`config.mk`:
```
export PLATFORM = sky130hd
export DESIGN_NAME = udma_smi_arbiter_flat
export DESIGN_NICKNAME = d
export VERILOG_FILES = /design/src/rtl/udma_smi_arbiter_if.sv /design/src/rtl/udma_smi_arbiter.sv /design/src/flat_wrapper.sv
export SDC_FILE = /design/constraint.sdc
export NUM_CORES = 1
export LEC_CHECK = 0
export ABC_AREA = 1
export BUFFER_PORTS_ARGS = -buffer_cell sky130_fd_sc_hd__buf_2
export CAP_MARGIN = 15
export CORE_ASPECT_RATIO = 1.4
export CORE_MARGIN = 2
export CORE_UTILIZATION = 25
export CTS_BUF_LIST = sky130_fd_sc_hd__clkbuf_4 sky130_fd_sc_hd__clkbuf_8 sky130_fd_sc_hd__clkbuf_16
export CTS_CLUSTER_DIAMETER = 120
export DETAILED_ROUTE_END_ITERATION = 8
export GPL_TIMING_DRIVEN = 0
export PLACE_DENSITY = 0.43
export REMOVE_ABC_BUFFERS = 1
export SETUP_SLACK_MARGIN = 0.3
export SLEW_MARGIN = 20
export SYNTH_ARGS = -nofsm -noshare
export SYNTH_HDL_FRONTEND = slang
export SYNTH_SLANG_ARGS = --single-unit
```
`constraint.sdc`:
```
create_clock -name clk_i -period 2.4 [get_ports clk_i]
set_clock_uncertainty 0.05 [all_clocks]
set_input_delay 0.12 -clock clk_i [delete_from_list [all_inputs] [get_ports clk_i]]
set_output_delay 0.12 -clock clk_i [all_outputs]
set_load 0.01 [all_outputs]
```
`src/rtl/udma_smi_arbiter_if.sv`:
```
// Bundle of the requester-side and SMI-engine-side signals of the SMI arbiter.
// The arbiter connects through the slave modport; requesters and engine use master.
interface udma_smi_arbiter_if #(
  parameter int NUM_REQ = 3
);
  logic [NUM_REQ-1:0]    req_valid_i;
  logic [NUM_REQ-1:0]    req_ready_o;
  logic [NUM_REQ-1:0]    req_rw_i;
  logic [5*NUM_REQ-1:0]  req_phy_addr_i;
  logic [5*NUM_REQ-1:0]  req_reg_addr_i;
  logic [16*NUM_REQ-1:0] req_wr_data_i;
  logic [NUM_REQ-1:0]    rsp_valid_o;
  logic [15:0]           rsp_data_o;
  logic                  rsp_err_o;
  logic                  smi_start_o;
  logic                  smi_rw_o;
  logic [4:0]            smi_phy_addr_o;
  logic [4:0]            smi_reg_addr_o;
  logic [15:0]           smi_wr_data_o;
  logic                  smi_busy_i;
  logic                  smi_nd_i;
  logic [15:0]           smi_rd_data_i;

  modport slave (
    input  req_valid_i, req_rw_i, req_phy_addr_i, req_reg_addr_i, req_wr_data_i,
    input  smi_busy_i, smi_nd_i, smi_rd_data_i,
    output req_ready_o, rsp_valid_o, rsp_data_o, rsp_err_o,
    output smi_start_o, smi_rw_o, smi_phy_addr_o, smi_reg_addr_o, smi_wr_data_o
  );

  modport master (
    output req_valid_i, req_rw_i, req_phy_addr_i, req_reg_addr_i, req_wr_data_i,
    output smi_busy_i, smi_nd_i, smi_rd_data_i,
    input  req_ready_o, rsp_valid_o, rsp_data_o, rsp_err_o,
    input  smi_start_o, smi_rw_o, smi_phy_addr_o, smi_reg_addr_o, smi_wr_data_o
  );
endinterface

```
`src/rtl/udma_smi_arbiter.sv`:
```
// Round-robin arbiter sharing one SMI (MDIO) engine between NUM_REQ requesters,
// with a per-wait-state timeout that completes the transaction with an error.
module udma_smi_arbiter #(
  parameter int NUM_REQ = 3,
  parameter int TIMEOUT = 1024
) (
  input logic              clk_i,
  input logic              rstn_i,
  udma_smi_arbiter_if.slave bus
);

  localparam int IW = $clog2(NUM_REQ);
  localparam int CW = $clog2(TIMEOUT);

  typedef enum logic [2:0] {IDLE, ISSUE, WAIT_BUSY, WAIT_DONE, RESP} state_t;

  state_t         state, state_nxt;
  logic [IW-1:0]  ptr, win_idx, cur_idx;
  logic           win_found;
  logic           sel_rw, cur_rw;
  logic [4:0]     sel_phy, sel_reg, cur_phy, cur_reg;
  logic [15:0]    sel_wdata, cur_wdata;
  logic [CW-1:0]  cnt;
  logic           expired;
  logic [15:0]    rsp_data;
  logic           rsp_err;
  logic [NUM_REQ-1:0] ready, rsp_valid;
  logic           start;

  // The engine's new-data strobe carries no information the busy edge lacks.
  logic unused_nd;
  assign unused_nd = bus.smi_nd_i;

  function automatic logic [IW-1:0] wrap_idx(input logic [IW-1:0] base, input int off);
    int s;
    s = int'(base) + off;
    if (s >= NUM_REQ) s -= NUM_REQ;
    return IW'(s);
  endfunction

  // Winner: first valid requester at or above the pointer, wrapping around.
  always_comb begin
    win_found = 1'b0;
    win_idx   = '0;
    for (int i = 0; i < NUM_REQ; i++) begin
      if (!win_found && bus.req_valid_i[wrap_idx(ptr, i)]) begin
        win_found = 1'b1;
        win_idx   = wrap_idx(ptr, i);
      end
    end
  end

  always_comb begin
    sel_rw    = 1'b0;
    sel_phy   = '0;
    sel_reg   = '0;
    sel_wdata = '0;
    for (int k = 0; k < NUM_REQ; k++) begin
      if (win_idx == IW'(k)) begin
        sel_rw    = bus.req_rw_i[k];
        sel_phy   = bus.req_phy_addr_i[5*k +: 5];
        sel_reg   = bus.req_reg_addr_i[5*k +: 5];
        sel_wdata = bus.req_wr_data_i[16*k +: 16];
      end
    end
  end

  assign expired = (cnt == CW'(TIMEOUT - 1));

  // NOTE: sequential state uses non-blocking assignments so every flop samples pre-edge values.
  always_ff @(posedge clk_i or negedge rstn_i) begin
    if (!rstn_i) state <= IDLE;
    else         state <= state_nxt;
  end

  // NOTE: every combinational output gets a default first so no path leaves it unassigned (no latch).
  always_comb begin
    state_nxt = state;
    case (state)
      IDLE:      if (win_found) state_nxt = ISSUE;
      ISSUE:     state_nxt = WAIT_BUSY;
      WAIT_BUSY: if (bus.smi_busy_i) state_nxt = WAIT_DONE;
                 else if (expired)   state_nxt = RESP;
      WAIT_DONE: if (!bus.smi_busy_i || expired) state_nxt = RESP;
      RESP:      state_nxt = IDLE;
      default:   state_nxt = IDLE;
    endcase
  end

  always_comb begin
    ready     = '0;
    rsp_valid = '0;
    start     = 1'b0;
    case (state)
      IDLE:    if (win_found) ready[win_idx] = 1'b1;
      ISSUE:   start = 1'b1;
      RESP:    rsp_valid[cur_idx] = 1'b1;
      default: ;
    endcase
  end

  // Command latch, wait-state counter, response registers and round-robin pointer.
  always_ff @(posedge clk_i or negedge rstn_i) begin
    if (!rstn_i) begin
      cur_idx   <= '0;
      cur_rw    <= 1'b0;
      cur_phy   <= '0;
      cur_reg   <= '0;
      cur_wdata <= '0;
      cnt       <= '0;
      rsp_data  <= '0;
      rsp_err   <= 1'b0;
      ptr       <= '0;
    end else begin
      case (state)
        IDLE: if (win_found) begin
          cur_idx   <= win_idx;
          cur_rw    <= sel_rw;
          cur_phy   <= sel_phy;
          cur_reg   <= sel_reg;
          cur_wdata <= sel_wdata;
        end
        ISSUE: cnt <= '0;
        WAIT_BUSY: begin
          if (bus.smi_busy_i) cnt <= '0;
          else if (expired) begin
            rsp_err  <= 1'b1;
            rsp_data <= '0;
          end else cnt <= cnt + 1'b1;
        end
        WAIT_DONE: begin
          // Completion is checked before expiry so a same-cycle finish is not an error.
          if (!bus.smi_busy_i) begin
            rsp_err  <= 1'b0;
            rsp_data <= cur_rw ? 16'h0 : bus.smi_rd_data_i;
          end else if (expired) begin
            rsp_err  <= 1'b1;
            rsp_data <= '0;
          end else cnt <= cnt + 1'b1;
        end
        RESP: ptr <= (cur_idx == IW'(NUM_REQ - 1)) ? '0 : cur_idx + 1'b1;
        default: ;
      endcase
    end
  end

  assign bus.req_ready_o    = ready;
  assign bus.rsp_valid_o    = rsp_valid;
  assign bus.rsp_data_o     = rsp_data;
  assign bus.rsp_err_o      = rsp_err;
  assign bus.smi_start_o    = start;
  assign bus.smi_rw_o       = cur_rw;
  assign bus.smi_phy_addr_o = cur_phy;
  assign bus.smi_reg_addr_o = cur_reg;
  assign bus.smi_wr_data_o  = cur_wdata;

endmodule

```
`src/flat_wrapper.sv`:
```
// flat-port wrapper written by rule: the top's interface ports become plain ports
module udma_smi_arbiter_flat 
#(
  parameter int NUM_REQ = 3,
  parameter int TIMEOUT = 1024
)
  (clk_i, rstn_i, bus_req_valid_i, bus_req_rw_i, bus_req_phy_addr_i, bus_req_reg_addr_i, bus_req_wr_data_i, bus_smi_busy_i, bus_smi_nd_i, bus_smi_rd_data_i, bus_req_ready_o, bus_rsp_valid_o, bus_rsp_data_o, bus_rsp_err_o, bus_smi_start_o, bus_smi_rw_o, bus_smi_phy_addr_o, bus_smi_reg_addr_o, bus_smi_wr_data_o);
  udma_smi_arbiter_if #(.NUM_REQ(NUM_REQ)) bus_i ();
  input logic clk_i;
  input logic rstn_i;
  input wire logic [$bits(bus_i.req_valid_i)-1:0] bus_req_valid_i;
  input wire logic [$bits(bus_i.req_rw_i)-1:0] bus_req_rw_i;
  input wire logic [$bits(bus_i.req_phy_addr_i)-1:0] bus_req_phy_addr_i;
  input wire logic [$bits(bus_i.req_reg_addr_i)-1:0] bus_req_reg_addr_i;
  input wire logic [$bits(bus_i.req_wr_data_i)-1:0] bus_req_wr_data_i;
  input wire logic [$bits(bus_i.smi_busy_i)-1:0] bus_smi_busy_i;
  input wire logic [$bits(bus_i.smi_nd_i)-1:0] bus_smi_nd_i;
  input wire logic [$bits(bus_i.smi_rd_data_i)-1:0] bus_smi_rd_data_i;
  output wire logic [$bits(bus_i.req_ready_o)-1:0] bus_req_ready_o;
  output wire logic [$bits(bus_i.rsp_valid_o)-1:0] bus_rsp_valid_o;
  output wire logic [$bits(bus_i.rsp_data_o)-1:0] bus_rsp_data_o;
  output wire logic [$bits(bus_i.rsp_err_o)-1:0] bus_rsp_err_o;
  output wire logic [$bits(bus_i.smi_start_o)-1:0] bus_smi_start_o;
  output wire logic [$bits(bus_i.smi_rw_o)-1:0] bus_smi_rw_o;
  output wire logic [$bits(bus_i.smi_phy_addr_o)-1:0] bus_smi_phy_addr_o;
  output wire logic [$bits(bus_i.smi_reg_addr_o)-1:0] bus_smi_reg_addr_o;
  output wire logic [$bits(bus_i.smi_wr_data_o)-1:0] bus_smi_wr_data_o;
  assign bus_i.req_valid_i = bus_req_valid_i;
  assign bus_i.req_rw_i = bus_req_rw_i;
  assign bus_i.req_phy_addr_i = bus_req_phy_addr_i;
  assign bus_i.req_reg_addr_i = bus_req_reg_addr_i;
  assign bus_i.req_wr_data_i = bus_req_wr_data_i;
  assign bus_i.smi_busy_i = bus_smi_busy_i;
  assign bus_i.smi_nd_i = bus_smi_nd_i;
  assign bus_i.smi_rd_data_i = bus_smi_rd_data_i;
  assign bus_req_ready_o = bus_i.req_ready_o;
  assign bus_rsp_valid_o = bus_i.rsp_valid_o;
  assign bus_rsp_data_o = bus_i.rsp_data_o;
  assign bus_rsp_err_o = bus_i.rsp_err_o;
  assign bus_smi_start_o = bus_i.smi_start_o;
  assign bus_smi_rw_o = bus_i.smi_rw_o;
  assign bus_smi_phy_addr_o = bus_i.smi_phy_addr_o;
  assign bus_smi_reg_addr_o = bus_i.smi_reg_addr_o;
  assign bus_smi_wr_data_o = bus_i.smi_wr_data_o;
  udma_smi_arbiter #(.NUM_REQ(NUM_REQ), .TIMEOUT(TIMEOUT)) u_core (.clk_i(clk_i), .rstn_i(rstn_i), .bus(bus_i));
endmodule
```
==> out/metrics.csv, run 1 <==
metric;value;unit
status;finished clean;
Tmin final;2180;ps
met2 WL post-DR;6240;um
Die Area;16000;um2
largest net degree at the start of global routing;55;
Util after Layout;38.0;%
Max IR drop VDD;0.765;mV
most frequent cell after synthesis;nand2_1;
Hold Path Sink;u_core.bus.smi_reg_addr_o[2];
DR top layer;met4;
Top FF cell, synth;dfrtp_1;
Overflow after GRT;0;
Comb power frac;62.7;%
vias in the first global route;3829;
Routed WL;12200;um
share of cells above drive strength 1;39.0;%
Root Buffer;clkbuf_16;
total core area;14900;um2
DR vias/cell;4.36;
worst endpoint data arrival time;2010;ps
register area;1530;um2
Wirelength per Cell;13.7;um
startpoint of the worst hold path;bus_req_reg_addr_i[7];
Crit. End Element;primary output;
crit start category;flop;
most used cell, CP;nand2_4;
Worst Max-Slew Pin Slew;664;ps
period utilization;90.8;%
final setup violation count;0;
CP peak stage delay;390;ps
Final WS setup;221;ps
Synth area leader;dfrtp_1;
Hold Path Stages;5;
Slew HR;55.4;%
htree depth;3;
global-route wire length before repair;18900;um
post-route cell area;5650;um2
Worst R2R End;u_core.state[0];
net switching power;3.77;mW
post-synthesis sequential area ratio;40.7;%
drt drc;0;
Worst Path Class, Setup;flop to primary output;
Cell variety after synth;37;
area of the multi-input gates;2080;um2
Worst Path Max Fanout;7;
RSZ-0062 raised after global routing;yes;
Switching Fraction;44.1;%
synthesized instance count;517;
#FFs+latches synth;61;
cells along the critical path;inv_2 > ha_4 > inv_4 > nand2_2 > nand3_2 > nand2_4 > nand4_1 > nand2_4 > buf_12 > nor3_4 > buf_2;
reg2reg start;u_core.ptr[1];
final hold violations;0;
dpl cell area;4670;um2
leakage power total;3.00;nW
share of the synthesized area in the top cell type;40.7;%
1st-iter DRT viols;104;
RePlAce Congestion;0.809;
Num CTS Buffers;9;
Worst-path clk slew;60;ps
top post-synthesis cells by area;dfrtp_1, nand2_1, nor2_1;
Ports;155;
Die X;108;um
Final ANT Viol Nets;0;
EDFF count, synth;0;
Rows;53;
R2R setup slack;250;ps
Max-Cap Viols;0;
Avg Cell Area, Syn;7.26;um2
Highest Clock Rate;459;MHz
met3 wire length;856;um
FF-to-FF path depth;12;
Synth Cell Area;3750;um2
Final Max Tran Viols;0;
path type of the worst min-delay path;primary input to flop;
sequential share of power;20.6;%
number of detailed-route iterations in the first pass;5;
clk sink count;61;
dpl ws;-677;ps
Area Overhead vs Synth;50.5;%
slowest stage cell, crit path;dfrtp_1;
yosys warns;0;
hold_ws;37.2;ps
Post-synth ARST share;100;%
die height;149;um
initial antenna violation count;0;
Total GRT Usage;15.0;%
Clk pwr share;16.7;%
Antenna diodes;0;
number of fill cells;1626;
Power Internal;4.79;mW
Vias;3898;
worst skew pair latency;330;ps
DP HPWL;8090;um
port buffer count;153;
TritonCTS clock tree;yes;
Setup TNS;0;ps
pwr/cell area;1510;nW/um2
Final #Nets;806;
starting density of the core;25.3;%
Commonest cells post-synth;nand2_1, nor2_1, dfrtp_1;
Clock Tree Buf Depth;2;
critical path required time;2230;ps
M1 wire length;5070;um
## power by group through the flow
stage	Clock, mW	Sequential [mW]	Combinational, mW
6_report	1.43	1.76	5.37
3_5_place_dp	0	1.76	3.96
5_1_grt	1.51	1.82	5.95
3_3_place_gp	0	1.75	3.86
2_1_floorplan	0	1.92	2.50
4_1_cts	1.46	1.76	4.80
## routing by layer
| layer | track usage, % | vias to the layer above |
|---|---|---|
| li1 | - | 1994 |
| met1 | 17.6 | 1778 |
| met2 | 25.9 | 120 |
| met3 | 5.11 | 6 |
| met4 | 4.23 | 0 |
| met5 | 0 | - |
## repair_timing
item                                    CTS  global route
setup buffers                            22             8
gates resized for setup                  21            45
endpoints found under the setup margin   32            51
pin swaps                                12            13
hold buffers                              1             0
hold endpoints to repair                 61             0
cloned                                    2             2
## cell type report
cell class,count,share of cell area (%)
clock buffers,11,4.36
well taps,192,4.25
multi-input cells,389,36.8
repair buffers,189,22.5
clock inverters,5,1.48
inverters,47,3.59
flip-flops and latches,61,27.0
## per-stage QoR
stage | std cells | total power, mW
2_1_floorplan | 496 | 4.42
3_3_place_gp | 841 | 5.61
3_5_place_dp | 843 | 5.72
4_1_cts | 884 | 8.03
5_1_grt | 894 | 9.28
6_report | 894 | 8.55
## worst max path at each step
stage / cells past startpoint / from / endpoint / slack, ps
6_report: 11 / u_core.ptr[0] / bus_req_ready_o[0] / 220
5_1_grt: 9 / u_core.ptr[0] / bus_req_ready_o[0] / 120
4_1_cts: 10 / u_core.ptr[1] / bus_req_ready_o[2] / 170
3_5_place_dp: 12 / u_core.ptr[0] / u_core.bus.smi_phy_addr_o[0] / -680
3_3_place_gp: 11 / u_core.ptr[0] / u_core.bus.smi_wr_data_o[12] / -1510
2_1_floorplan: 11 / u_core.ptr[0] / u_core.bus.smi_phy_addr_o[1] / -310
## cell usage in the layout (no fill, tap or decap), types with 4 or more instances in the layout
cell / netlist / final
nor3_2: 10 / 10
o22ai_1: 4 / 4
inv_2: 9 / 9
nand2_1: 184 / 175
nand2_2: 4 / 9
nor2_1: 69 / 66
buf_4: 6 / 16
nand2_4: 2 / 6
buf_6: 5 / 8
inv_1: 36 / 33
buf_2: 6 / 150
nand3b_1: 9 / 9
clkbuf_16: 0 / 11
dfrtp_1: 61 / 61
inv_4: 2 / 4
nor2_4: 1 / 4
a21oi_1: 16 / 16
nand3_2: 3 / 4
nor3_1: 12 / 11
o21ai_0: 7 / 6
buf_12: 0 / 9
nand3_1: 37 / 35
## sequential cells by signal, summed over array words and instances (netlist names)
register / flops
u_core.bus.rsp_data_o: 16
u_core.bus.smi_wr_data_o: 16
u_core.cnt: 10
u_core.bus.smi_phy_addr_o: 5
u_core.bus.smi_reg_addr_o: 5
u_core.state: 3
u_core.cur_idx: 2
u_core.ptr: 2
u_core.bus.rsp_err_o: 1
u_core.bus.smi_rw_o: 1
## cells by family after synthesis
group | after synthesis | synth area share, %
AO/OA/AOI/OAI | 40 | 6.27
adder cells (fa/ha/maj) | 5 | 1.67
flip-flops | 61 | 40.7
buffers and inverters | 68 | 8.73
XOR/XNOR | 1 | 0.233
AND/OR/NAND/NOR | 342 | 42.4
## critical path, delay by kind of cell (launching register included)
family	cells	cell delay [ps]
and+or+nand+nor	6	530
buffers and inverters	4	520
DFF	1	390
adders and majority gates	1	240
Power figures use the tool's default switching activity.
==> run 2: changes to the inputs <==
--- a/constraint.sdc
+++ b/constraint.sdc
@@ -3,3 +3,3 @@
 set_input_delay 0.12 -clock clk_i [delete_from_list [all_inputs] [get_ports clk_i]]
 set_output_delay 0.12 -clock clk_i [all_outputs]
-set_load 0.01 [all_outputs]
+set_load 0.02 [all_outputs]
==> run 2 against run 1 <==
  * Wire length shrank 0.22%
  * Power grew 3.2%
  * First-iteration DRC count grew 4.8%
  * Worst hold slack is essentially flat
  * Register-to-register slack is essentially flat
  * Sequential cell count is the same
  * Largest power group unchanged
  * Cell count grew 0.11%
  * Design area is essentially flat
  * Worst setup slack lost 40 ps
==> out/metrics.csv, run 2 (synthesized netlist as in run 1, its figures left out) <==
metric;value;unit
Final Max Tran Viols;0;
drt drc;0;
most crowded layer after global routing;met2;
status;finished clean;
Routed WL;12200;um
dpl ws;-677;ps
period utilization;92.5;%
DR vias/cell;4.35;
share of cells above drive strength 1;39.7;%
Rows;53;
slowest stage cell, crit path;dfrtp_1;
clk sink count;61;
Worst-path clk slew;60;ps
critical path required time;2230;ps
Die X;108;um
Max-Cap Viols;0;
starting density of the core;25.3;%
1st-iter DRT viols;109;
CP peak stage delay;430;ps
DP HPWL;8090;um
Antenna diodes;0;
Ports;155;
htree depth;3;
leakage power total;2.99;nW
Final WS setup;181;ps
met1 usage;17.9;%
total core area;14900;um2
pwr/cell area;1560;nW/um2
most common cell after layout, fill and taps aside;nand2_1;
Total GRT Usage;15.2;%
Max IR drop VDD;0.549;mV
Worst Path Class, Setup;flop to primary output;
crit-path leading delay family;simple AND/OR/NAND/NOR gates;
largest net degree at the start of global routing;55;
cells along the critical path;ha_4 > nand2_1 > nand3_2 > nand2_4 > nand4_1 > nand2_4 > buf_12 > nor3_4 > buf_6;
TritonCTS clock tree;yes;
commonest cells after routing, fill and taps aside;nand2_1, buf_2, nor2_1, dfrtp_1, inv_1;
global routing usage on met3;4.89;%
Worst Path Max Fanout;7;
Clock Tree Buf Depth;2;
Highest Clock Rate;451;MHz
Final #Nets;807;
Slew HR;60.5;%
crit start category;flop;
Die Area;16000;um2
vias in the first global route;3894;
buffers and inverters on the worst path;2;
Vias;3896;
RePlAce Congestion;0.809;
worst endpoint data arrival time;2050;ps
RSZ-0062 raised after global routing;yes;
global-route wire length before repair;19100;um
Crit. End Element;primary output;
Root Buffer;clkbuf_16;
die height;149;um
Worst Max-Slew Pin Slew;588;ps
dpl cell area;4670;um2
final hold violations;0;
path type of the worst min-delay path;primary input to flop;
post-route cell area;5650;um2
initial antenna violation count;0;
port buffer count;153;
worst skew pair latency;320;ps
Num CTS Buffers;9;
Tmin final;2220;ps
met2 usage;26.4;%
Area Overhead vs Synth;50.4;%
number of detailed-route iterations in the first pass;5;
Overflow after GRT;0;
Final ANT Viol Nets;0;
Wirelength per Cell;13.7;um
most used cell, CP;nand2_4;
final setup violation count;0;
## run 2: area by class of cell
cell class	count	area, um2
Inverter	47	206
Clock inverter	5	83.8
Fill cell	1624	9210
Multi-Input combinational cell	389	2090
Sequential cell	61	1530
Clock buffer	11	246
Timing Repair Buffer	189	1250
Tap cell	192	240
Timing Repair inverter	1	7.51
## run 2: metal layers
metal | part of all wire, % | wire length, um
met3 | 7.0 | 854
met5 | 0 | 0
met4 | 1.4 | 167
met2 | 51 | 6190
met1 | 41 | 5000
## run 2: worst paths after layout
kind,depth (start not counted),endpoint,slack (ps),start
min in group asynchronous,2,u_core.bus.smi_wr_data_o[4],160,rstn_i
max,9,bus_req_ready_o[0],180,u_core.ptr[1]
max in group asynchronous,3,u_core.bus.smi_rw_o,1610,rstn_i
min reg2reg,2,u_core.bus.smi_wr_data_o[13],420,u_core.bus.smi_wr_data_o[13]
min,5,u_core.bus.smi_reg_addr_o[2],40,bus_req_reg_addr_i[7]
max reg2reg,12,u_core.state[0],240,u_core.ptr[1]
## run 2: report_power, final
group          leakage, nW  switching, mW  total, mW  internal, mW
Clock                0.155          0.478       1.43         0.950
Combinational         2.08           3.34       5.64          2.30
Sequential           0.757          0.267       1.76          1.49
Total                 2.99           4.08       8.83          4.74
## run 2: through the flow
stage / setup TNS (ps) / hold WS (ps) / instances / power (mW) / util, %
after floorplan: -3620 / -226 / 496 / 4.71 / -
after global placement: -32440 / 364 / 841 / 5.91 / 31.1
after detailed placement: -15800 / -9.57 / 843 / 6.02 / 31.4
after CTS: 0 / 32.3 / 888 / 8.49 / 36.4
after global routing: 0 / 66.7 / 895 / 9.57 / 38.0
final: 0 / 37.0 / 895 / 8.83 / 38.0
## run 2: timing repair
action                                 4_1_cts  5_1_grt
setup buffers                               25        6
gates resized for setup                     32       40
cloned                                       3        1
endpoints found under the hold margin       61        0
setup endpoints to repair                   32       51
pin swaps                                   12       19
hold buffers                                 1        0
## run 2: tightest hold or removal path, cell delays in order
cell and delay, ps:
buf_2 80, nand2_1 40, nand3_1 50, nand2_1 50, nand2_1 50
